`src/rtl/decode_stage_if.sv`:
```
// decode_stage_if: handshake and decoded-bundle signals of the decode stage.
//   slave  : decode stage view (accepts raw words, presents decoded bundle)
//   master : surrounding logic view (offers words, consumes bundle, flushes)
// Signals:
//   in_valid/in_instr/in_ready   raw instruction handshake
//   flush                        discard all buffered instructions
//   out_valid/out_ready          decoded bundle handshake
//   opcode rd rs1 rs2 imm jmp_target + control flags, decode_count
interface decode_stage_if #(
  parameter int unsigned INSTR_W = 16,
  parameter int unsigned REG_W   = 3,
  parameter int unsigned DATA_W  = 8,
  parameter int unsigned COUNT_W = 16
);
  localparam int unsigned TGT_W = INSTR_W - 4;

  logic               in_valid;
  logic [INSTR_W-1:0] in_instr;
  logic               in_ready;
  logic               flush;

  logic               out_valid;
  logic               out_ready;
  logic [3:0]         opcode;
  logic [REG_W-1:0]   rd;
  logic [REG_W-1:0]   rs1;
  logic [REG_W-1:0]   rs2;
  logic [DATA_W-1:0]  imm;
  logic [TGT_W-1:0]   jmp_target;
  logic               reg_write;
  logic               uses_imm;
  logic               mem_read;
  logic               mem_write;
  logic               is_branch;
  logic               is_jump;
  logic               link;
  logic [COUNT_W-1:0] decode_count;

  modport slave (
    input  in_valid, in_instr, flush, out_ready,
    output in_ready, out_valid, opcode, rd, rs1, rs2, imm, jmp_target,
           reg_write, uses_imm, mem_read, mem_write, is_branch, is_jump,
           link, decode_count
  );

  modport master (
    output in_valid, in_instr, flush, out_ready,
    input  in_ready, out_valid, opcode, rd, rs1, rs2, imm, jmp_target,
           reg_write, uses_imm, mem_read, mem_write, is_branch, is_jump,
           link, decode_count
  );
endinterface

```
`src/rtl/decode_stage.sv`:
```
// decode_stage: registered instruction decode with a two-entry skid buffer.
// Splits each raw word into opcode / rd / rs1 / rs2 / sign-extended immediate /
// jump target, derives control flags, buffers up to two decoded bundles and
// counts output handshakes.
// Ports:
//   clk    in  rising-edge clock
//   rst_n  in  asynchronous active-low reset
//   bus    decode_stage_if.slave (input handshake, flush, decoded outputs)
module decode_stage #(
  parameter int unsigned INSTR_W = 16,
  parameter int unsigned REG_W   = 3,
  parameter int unsigned DATA_W  = 8,
  parameter int unsigned COUNT_W = 16
) (
  input  logic          clk,
  input  logic          rst_n,
  decode_stage_if.slave bus
);

  localparam int unsigned IMM_W = INSTR_W - 4 - 2 * REG_W;
  localparam int unsigned TGT_W = INSTR_W - 4;
  localparam int unsigned RD_HI  = INSTR_W - 5;
  localparam int unsigned RS1_HI = INSTR_W - 5 - REG_W;
  localparam int unsigned RS2_HI = INSTR_W - 5 - 2 * REG_W;

  typedef struct packed {
    logic [3:0]        opcode;
    logic [REG_W-1:0]  rd;
    logic [REG_W-1:0]  rs1;
    logic [REG_W-1:0]  rs2;
    logic [DATA_W-1:0] imm;
    logic [TGT_W-1:0]  tgt;
    logic              reg_write;
    logic              uses_imm;
    logic              mem_read;
    logic              mem_write;
    logic              is_branch;
    logic              is_jump;
    logic              link;
  } bundle_t;

  // Bit 0 = OUT valid, bit 1 = SKID valid, so both handshake outputs come
  // straight off state flops.
  typedef enum logic [1:0] {
    EMPTY = 2'b00,
    ONE   = 2'b01,
    FULL  = 2'b11
  } state_t;

  state_t             state_q;
  state_t             state_d;
  bundle_t            dec_c;
  bundle_t            out_q;
  bundle_t            skid_q;
  logic [COUNT_W-1:0] count_q;
  logic               accept_c;
  logic               drain_c;
  logic               load_out_c;
  logic               load_skid_c;
  logic               skid_to_out_c;

  assign accept_c = bus.in_valid & ~state_q[1];
  assign drain_c  = state_q[0] & bus.out_ready;

  // Field extraction and opcode-to-flag map for the incoming word.
  always_comb begin
    dec_c        = '0;
    dec_c.opcode = bus.in_instr[INSTR_W-1 -: 4];
    dec_c.rd     = bus.in_instr[RD_HI  -: REG_W];
    dec_c.rs1    = bus.in_instr[RS1_HI -: REG_W];
    dec_c.rs2    = bus.in_instr[RS2_HI -: REG_W];
    dec_c.imm    = DATA_W'($signed(bus.in_instr[IMM_W-1:0]));
    dec_c.tgt    = bus.in_instr[TGT_W-1:0];
    case (dec_c.opcode)
      4'h0: begin dec_c.reg_write = 1'b1; dec_c.uses_imm = 1'b1; end  // addi
      4'h1: begin dec_c.reg_write = 1'b1; end                         // add
      4'h2: begin                                                     // lb
        dec_c.reg_write = 1'b1;
        dec_c.uses_imm  = 1'b1;
        dec_c.mem_read  = 1'b1;
      end
      4'h3: begin dec_c.reg_write = 1'b1; dec_c.uses_imm = 1'b1; end  // subi
      4'h4: begin dec_c.reg_write = 1'b1; end                         // sub
      4'h5: begin dec_c.is_branch = 1'b1; end                         // beq
      4'h6: begin dec_c.is_branch = 1'b1; end                         // bne
      4'h7: begin dec_c.reg_write = 1'b1; end                         // slt
      4'h8: begin dec_c.reg_write = 1'b1; dec_c.uses_imm = 1'b1; end  // slti
      4'h9: begin dec_c.is_jump = 1'b1; end                           // jump
      4'hA: begin dec_c.uses_imm = 1'b1; dec_c.mem_write = 1'b1; end  // sb
      4'hB: begin dec_c.reg_write = 1'b1; dec_c.uses_imm = 1'b1; end  // sra
      4'hC: begin dec_c.reg_write = 1'b1; dec_c.uses_imm = 1'b1; end  // sll
      4'hD: begin                                                     // jal
        dec_c.reg_write = 1'b1;
        dec_c.is_jump   = 1'b1;
        dec_c.link      = 1'b1;
      end
      4'hE: begin dec_c.reg_write = 1'b1; end                         // nand
      4'hF: begin dec_c.is_branch = 1'b1; end                         // blt
    endcase
  end

  // Buffer occupancy next-state; flush overrides every other event.
  always_comb begin
    state_d       = state_q;
    load_out_c    = 1'b0;
    load_skid_c   = 1'b0;
    skid_to_out_c = 1'b0;
    if (bus.flush) begin
      state_d = EMPTY;
    end else begin
      case (state_q)
        EMPTY: begin
          if (accept_c) begin
            state_d    = ONE;
            load_out_c = 1'b1;
          end
        end
        ONE: begin
          if (accept_c && drain_c) begin
            load_out_c = 1'b1;
          end else if (accept_c) begin
            state_d     = FULL;
            load_skid_c = 1'b1;
          end else if (drain_c) begin
            state_d = EMPTY;
          end
        end
        FULL: begin
          if (drain_c) begin
            state_d       = ONE;
            skid_to_out_c = 1'b1;
          end
        end
        default: state_d = EMPTY;
      endcase
    end
  end

  // State register.
  always_ff @(posedge clk or negedge rst_n) begin
    if (!rst_n) begin
      state_q <= EMPTY;
    end else begin
      state_q <= state_d;
    end
  end

  // OUT and SKID payload registers; data holds while not loaded.
  always_ff @(posedge clk or negedge rst_n) begin
    if (!rst_n) begin
      out_q  <= '0;
      skid_q <= '0;
    end else begin
      if (load_out_c) begin
        out_q <= dec_c;
      end else if (skid_to_out_c) begin
        out_q <= skid_q;
      end
      if (load_skid_c) begin
        skid_q <= dec_c;
      end
    end
  end

  // Output handshake counter; a drain coinciding with flush still counts.
  always_ff @(posedge clk or negedge rst_n) begin
    if (!rst_n) begin
      count_q <= '0;
    end else if (drain_c) begin
      count_q <= count_q + COUNT_W'(1);
    end
  end

  assign bus.in_ready     = ~state_q[1];
  assign bus.out_valid    = state_q[0];
  assign bus.opcode       = out_q.opcode;
  assign bus.rd           = out_q.rd;
  assign bus.rs1          = out_q.rs1;
  assign bus.rs2          = out_q.rs2;
  assign bus.imm          = out_q.imm;
  assign bus.jmp_target   = out_q.tgt;
  assign bus.reg_write    = out_q.reg_write;
  assign bus.uses_imm     = out_q.uses_imm;
  assign bus.mem_read     = out_q.mem_read;
  assign bus.mem_write    = out_q.mem_write;
  assign bus.is_branch    = out_q.is_branch;
  assign bus.is_jump      = out_q.is_jump;
  assign bus.link         = out_q.link;
  assign bus.decode_count = count_q;

endmodule

```
`src/flat_wrapper.sv`:
```
// flat-port wrapper written by rule: the top's interface ports become plain ports
module decode_stage_flat 
#(
  parameter int unsigned INSTR_W = 16,
  parameter int unsigned REG_W   = 3,
  parameter int unsigned DATA_W  = 8,
  parameter int unsigned COUNT_W = 16
)
  (clk, rst_n, bus_in_valid, bus_in_instr, bus_flush, bus_out_ready, bus_in_ready, bus_out_valid, bus_opcode, bus_rd, bus_rs1, bus_rs2, bus_imm, bus_jmp_target, bus_reg_write, bus_uses_imm, bus_mem_read, bus_mem_write, bus_is_branch, bus_is_jump, bus_link, bus_decode_count);
  decode_stage_if #(.INSTR_W(INSTR_W), .REG_W(REG_W), .DATA_W(DATA_W), .COUNT_W(COUNT_W)) bus_i ();
  input  logic clk;
  input  logic rst_n;
  input wire logic [$bits(bus_i.in_valid)-1:0] bus_in_valid;
  input wire logic [$bits(bus_i.in_instr)-1:0] bus_in_instr;
  input wire logic [$bits(bus_i.flush)-1:0] bus_flush;
  input wire logic [$bits(bus_i.out_ready)-1:0] bus_out_ready;
  output wire logic [$bits(bus_i.in_ready)-1:0] bus_in_ready;
  output wire logic [$bits(bus_i.out_valid)-1:0] bus_out_valid;
  output wire logic [$bits(bus_i.opcode)-1:0] bus_opcode;
  output wire logic [$bits(bus_i.rd)-1:0] bus_rd;
  output wire logic [$bits(bus_i.rs1)-1:0] bus_rs1;
  output wire logic [$bits(bus_i.rs2)-1:0] bus_rs2;
  output wire logic [$bits(bus_i.imm)-1:0] bus_imm;
  output wire logic [$bits(bus_i.jmp_target)-1:0] bus_jmp_target;
  output wire logic [$bits(bus_i.reg_write)-1:0] bus_reg_write;
  output wire logic [$bits(bus_i.uses_imm)-1:0] bus_uses_imm;
  output wire logic [$bits(bus_i.mem_read)-1:0] bus_mem_read;
  output wire logic [$bits(bus_i.mem_write)-1:0] bus_mem_write;
  output wire logic [$bits(bus_i.is_branch)-1:0] bus_is_branch;
  output wire logic [$bits(bus_i.is_jump)-1:0] bus_is_jump;
  output wire logic [$bits(bus_i.link)-1:0] bus_link;
  output wire logic [$bits(bus_i.decode_count)-1:0] bus_decode_count;
  assign bus_i.in_valid = bus_in_valid;
  assign bus_i.in_instr = bus_in_instr;
  assign bus_i.flush = bus_flush;
  assign bus_i.out_ready = bus_out_ready;
  assign bus_in_ready = bus_i.in_ready;
  assign bus_out_valid = bus_i.out_valid;
  assign bus_opcode = bus_i.opcode;
  assign bus_rd = bus_i.rd;
  assign bus_rs1 = bus_i.rs1;
  assign bus_rs2 = bus_i.rs2;
  assign bus_imm = bus_i.imm;
  assign bus_jmp_target = bus_i.jmp_target;
  assign bus_reg_write = bus_i.reg_write;
  assign bus_uses_imm = bus_i.uses_imm;
  assign bus_mem_read = bus_i.mem_read;
  assign bus_mem_write = bus_i.mem_write;
  assign bus_is_branch = bus_i.is_branch;
  assign bus_is_jump = bus_i.is_jump;
  assign bus_link = bus_i.link;
  assign bus_decode_count = bus_i.decode_count;
  decode_stage #(.INSTR_W(INSTR_W), .REG_W(REG_W), .DATA_W(DATA_W), .COUNT_W(COUNT_W)) u_core (.clk(clk), .rst_n(rst_n), .bus(bus_i));
endmodule
```
`config.mk`:
```
export PLATFORM = sky130hd
export DESIGN_NAME = decode_stage_flat
export DESIGN_NICKNAME = d
export VERILOG_FILES = /design/src/rtl/decode_stage_if.sv /design/src/rtl/decode_stage.sv /design/src/flat_wrapper.sv
export SDC_FILE = /design/constraint.sdc
export NUM_CORES = 1
export LEC_CHECK = 0
export CAP_MARGIN = 0
export CORE_MARGIN = 1.5
export CORE_UTILIZATION = 49
export DETAILED_ROUTE_END_ITERATION = 6
export PLACE_DENSITY = 0.8
export SETUP_SLACK_MARGIN = 0.4
export SLEW_MARGIN = 20
export SYNTH_ARGS = -nofsm -noshare
export SYNTH_HDL_FRONTEND = slang
export SYNTH_SLANG_ARGS = --single-unit
```
`constraint.sdc`:
```
create_clock -name clk -period 1.99 [get_ports clk]
set_input_delay 0.398 -clock clk [delete_from_list [all_inputs] [get_ports clk]]
set_output_delay 0.398 -clock clk [all_outputs]
set_load 0.02 [all_outputs]
```
==> out/results.tsv <==
stage	metric	value	unit
run_status	status	complete, no violations	
synth	synth_cells	268	
route	antenna_left	0	
route	top_layer	met4	
cts	cts.sink_count	64	
critical_path	cp_max_fo	12	
floorplan	ios	79	
grt	grt_max_degree	31	
grt	grt_pass1_wl	12400	um
floorplan	die_area	6690	um2
critical_path	r2r_end	u_core.bus.link$_DFFE_PN0P_	
synth	synth_flop_cell	dfrtp_1	
placement	gp_congestion	0.778	
floorplan	die_x	81.8	um
sta	holdWs	0.434	ns
critical_path	cp-start-kind	flip-flop	
power	p_per_area	1310	nW/um2
job	cap_viol_max_count	0	
power	pwr-share-comb	0.473	
power	power.leakage	2.42	nW
route	num_vias	2606	
sta	tightest_slew	0.394	ns
sta	post-route-period-util	0.900	
synth	synth.distinct_cells	34	
synth	synth-seq-cells	64	
cells_and_area	num_antenna_cells	0	
sta	timing.fmax	559	MHz
route	wl_per_cell	21.3	um
grt	grtUsageTotal	0.258	
synth	synth-edff-count	0	
critical_path	crit_type	flip-flop to flip-flop	
sta	final_max_slew_viol_count	0	
cells_and_area	layout_common_cells	dfrtp_1 (62), dlygate4sd2_1 (56), buf_4 (25)	
cts	clk_latency	0.35	ns
grt	gr-total-overflow	0	
cells_and_area	fillerInstances	357	
route	dr.pass1.iters	4	
power	ir_drop	0.802	mV
synth	synthesis.area	3040	um2
floorplan	design.core.area	5960	um2
power	p_clk_frac	0.179	
route	wl_met2	4820	um
critical_path	regToRegSetupSlack	0.20	ns
sta	finalSetupViolations	0	
synth	yosysWarnings	0	
power	netSwitchingFraction	0.393	
grt	grt_pass1_vias	2467	
cts	tritoncts	done	
synth	syn_nets	294	
critical_path	worst_ep_arrival_time	2.04	ns
placement	hpwlAfterDp	4240	um
power	seq_power_share	0.348	
cts	tritoncts.num_buffers	9	
floorplan	rows	28	
cts	clk_pin_slew_worst_paths	0.08	ns
synth	async_flop_share	1.00	
cells_and_area	fin_nets	405	
synth	avgSynthCellArea	11.4	um2
cells_and_area	final_common_cell	dfrtp_1	
min_path	hp-class	primary input to async pin	
critical_path	critPathRequiredTime	2.24	ns
floorplan	initial_core_util	0.511	
synth	ys_seq_area_frac	0.526	
critical_path	cp-end-kind	flip-flop	
sta	setup_tns	0	ns
critical_path	worstRegToRegCells	7	
cts	cts_max_level	3	
cells_and_area	layout-drive-gt1-share	0.362	
placement	io_buffers	78	
power	intPower	0.00384	W
route	drc	0	
route	wirelength	9780	um
route	viasPerCell	5.68	
floorplan	die_h	81.8	um
cts	clk_path_buf_depth	2	
route	wl_met1	3950	um
route	drtIter0Drc	132	
sta	maxSlewHeadroom	0.737	
power	power.switching	0.00248	W
sta	final_hold_viol_count	0	
cts	cts-root-buf	clkbuf_8	
sta	period_needed	1.79	ns
sta	finClkSkew	0.0161	ns
route	met3WireLength	547	um
critical_path	r2r_start	u_core.state_q[1]$_DFFE_PN0P_	
sta	rsz0062_at_grt	yes	
grt	grt_antenna_before_repair	0	
cells_and_area	areaGrowthSynthToFinish	58.3	%
## layer usage
layer  global-route usage  vias to the layer above
met3               0.0833                       35
li1                     -                     1128
met1                0.316                     1304
met2                0.420                      139
met5                    0                        -
met4                0.108                        0
## flip-flops by register name, indices dropped and copies added (netlist names)
| register | count |
|---|---|
| u_core.bus.decode_count | 16 |
| u_core.state_q | 2 |
| u_core.bus.link | 1 |
| u_core.bus.reg_write | 1 |
| u_core.bus.is_jump | 1 |
| u_core.bus.rd | 1 |
| u_core.skid_q | 23 |
| u_core.bus.mem_write | 1 |
| u_core.bus.mem_read | 1 |
| u_core.bus.is_branch | 1 |
| u_core.bus.uses_imm | 1 |
| u_core.bus.jmp_target | 11 |
| u_core.bus.opcode | 4 |
## Yosys cell counts (2+ instances only)
cell type / number / area share
a21o_1: 2 / 0.0049
a21oi_1: 4 / 0.0066
and3_1: 3 / 0.0062
and4_1: 3 / 0.0086
buf_2: 5 / 0.0082
buf_4: 17 / 0.042
buf_6: 3 / 0.011
clkbuf_1: 6 / 0.0074
dfrtp_1: 64 / 0.53
ha_1: 5 / 0.021
inv_1: 4 / 0.0049
mux2_2: 19 / 0.070
mux2i_1: 25 / 0.082
nand2_1: 30 / 0.037
nand2b_1: 3 / 0.0062
nand3_1: 11 / 0.018
nand4_1: 3 / 0.0062
nor2_1: 3 / 0.0037
nor3b_1: 2 / 0.0049
o21ai_0: 19 / 0.031
o21ai_1: 7 / 0.012
xnor2_1: 15 / 0.043
xor2_1: 4 / 0.012
## logic make-up after synthesis
family / Yosys count / synth area share
adders and majority gates: 5 / 0.0206
buffers and inverters: 35 / 0.0736
and+or+nand+nor: 64 / 0.105
AOI/OAI and AO/OA: 37 / 0.0674
xor gates and xnor gates: 19 / 0.0547
muxes: 44 / 0.153
DFF: 64 / 0.526
## how the worst max path moves through the flow
| stage | cells past startpoint | startpoint | to |
|---|---|---|---|
| 2_1_floorplan | 7 | u_core.state_q[0]$_DFFE_PN0P_ | u_core.bus.link$_DFFE_PN0P_ |
| 3_3_place_gp | 6 | bus_out_ready | u_core.bus.is_branch$_DFFE_PN0P_ |
| 3_5_place_dp | 6 | bus_out_ready | u_core.bus.link$_DFFE_PN0P_ |
| 4_1_cts | 7 | u_core.state_q[1]$_DFFE_PN0P_ | u_core.bus.link$_DFFE_PN0P_ |
| 5_1_grt | 7 | u_core.state_q[1]$_DFFE_PN0P_ | u_core.bus.link$_DFFE_PN0P_ |
| 6_report | 7 | u_core.state_q[1]$_DFFE_PN0P_ | u_core.bus.link$_DFFE_PN0P_ |
## final cells by class
cell class	instances	area, um2	area share
inverters	4	20.0	0.00415
repair buffers	131	1390	0.289
flip-flops and latches	64	1600	0.333
multi-input cells	169	1520	0.315
well taps	75	93.8	0.0195
clock inverters	4	45.0	0.00935
clock buffers	12	145	0.0301
## what timing repair did
action,CTS,global route
cloned,6,5
hold buffers,1,0
buffers inserted,21,7
hold endpoints to repair,6,0
pin swaps,3,13
gates resized for setup,73,71
setup endpoints to repair,81,53
## critical path: stages, from the launching register on
cell and delay (ns):
dfrtp_2 0.43, buf_6 0.13, ha_4 0.12, inv_2 0.04, or3_4 0.41, buf_12 0.18, mux2i_1 0.14, mux2i_1 0.23
## power by group through the flow
stage	combinational [W]	clock [W]	sequential, W
6_report	0.00299	0.00113	0.00220
5_1_grt	0.00317	0.00120	0.00225
4_1_cts	0.00251	0.00110	0.00212
3_5_place_dp	0.00243	0	0.00218
3_3_place_gp	0.00236	0	0.00215
2_1_floorplan	0.00121	0	0.00244
## stage by stage
| step | cells | cell area (um2) | util | power, W | setup WS [ns] |
|---|---|---|---|---|---|
| after CTS | 447 | 4410 | 0.740 | 0.00573 | 0.296 |
| after global placement | 403 | 3890 | 0.654 | 0.00451 | 0.122 |
| final | 459 | 4820 | 0.809 | 0.00632 | 0.200 |
| after detailed placement | 403 | 3890 | 0.654 | 0.00461 | -0.00974 |
| after floorplan | 268 | 3110 | - | 0.00365 | 0.305 |
| after global routing | 459 | 4820 | 0.809 | 0.00662 | 0.106 |
Note: power is estimated with default switching activity, not from simulation.
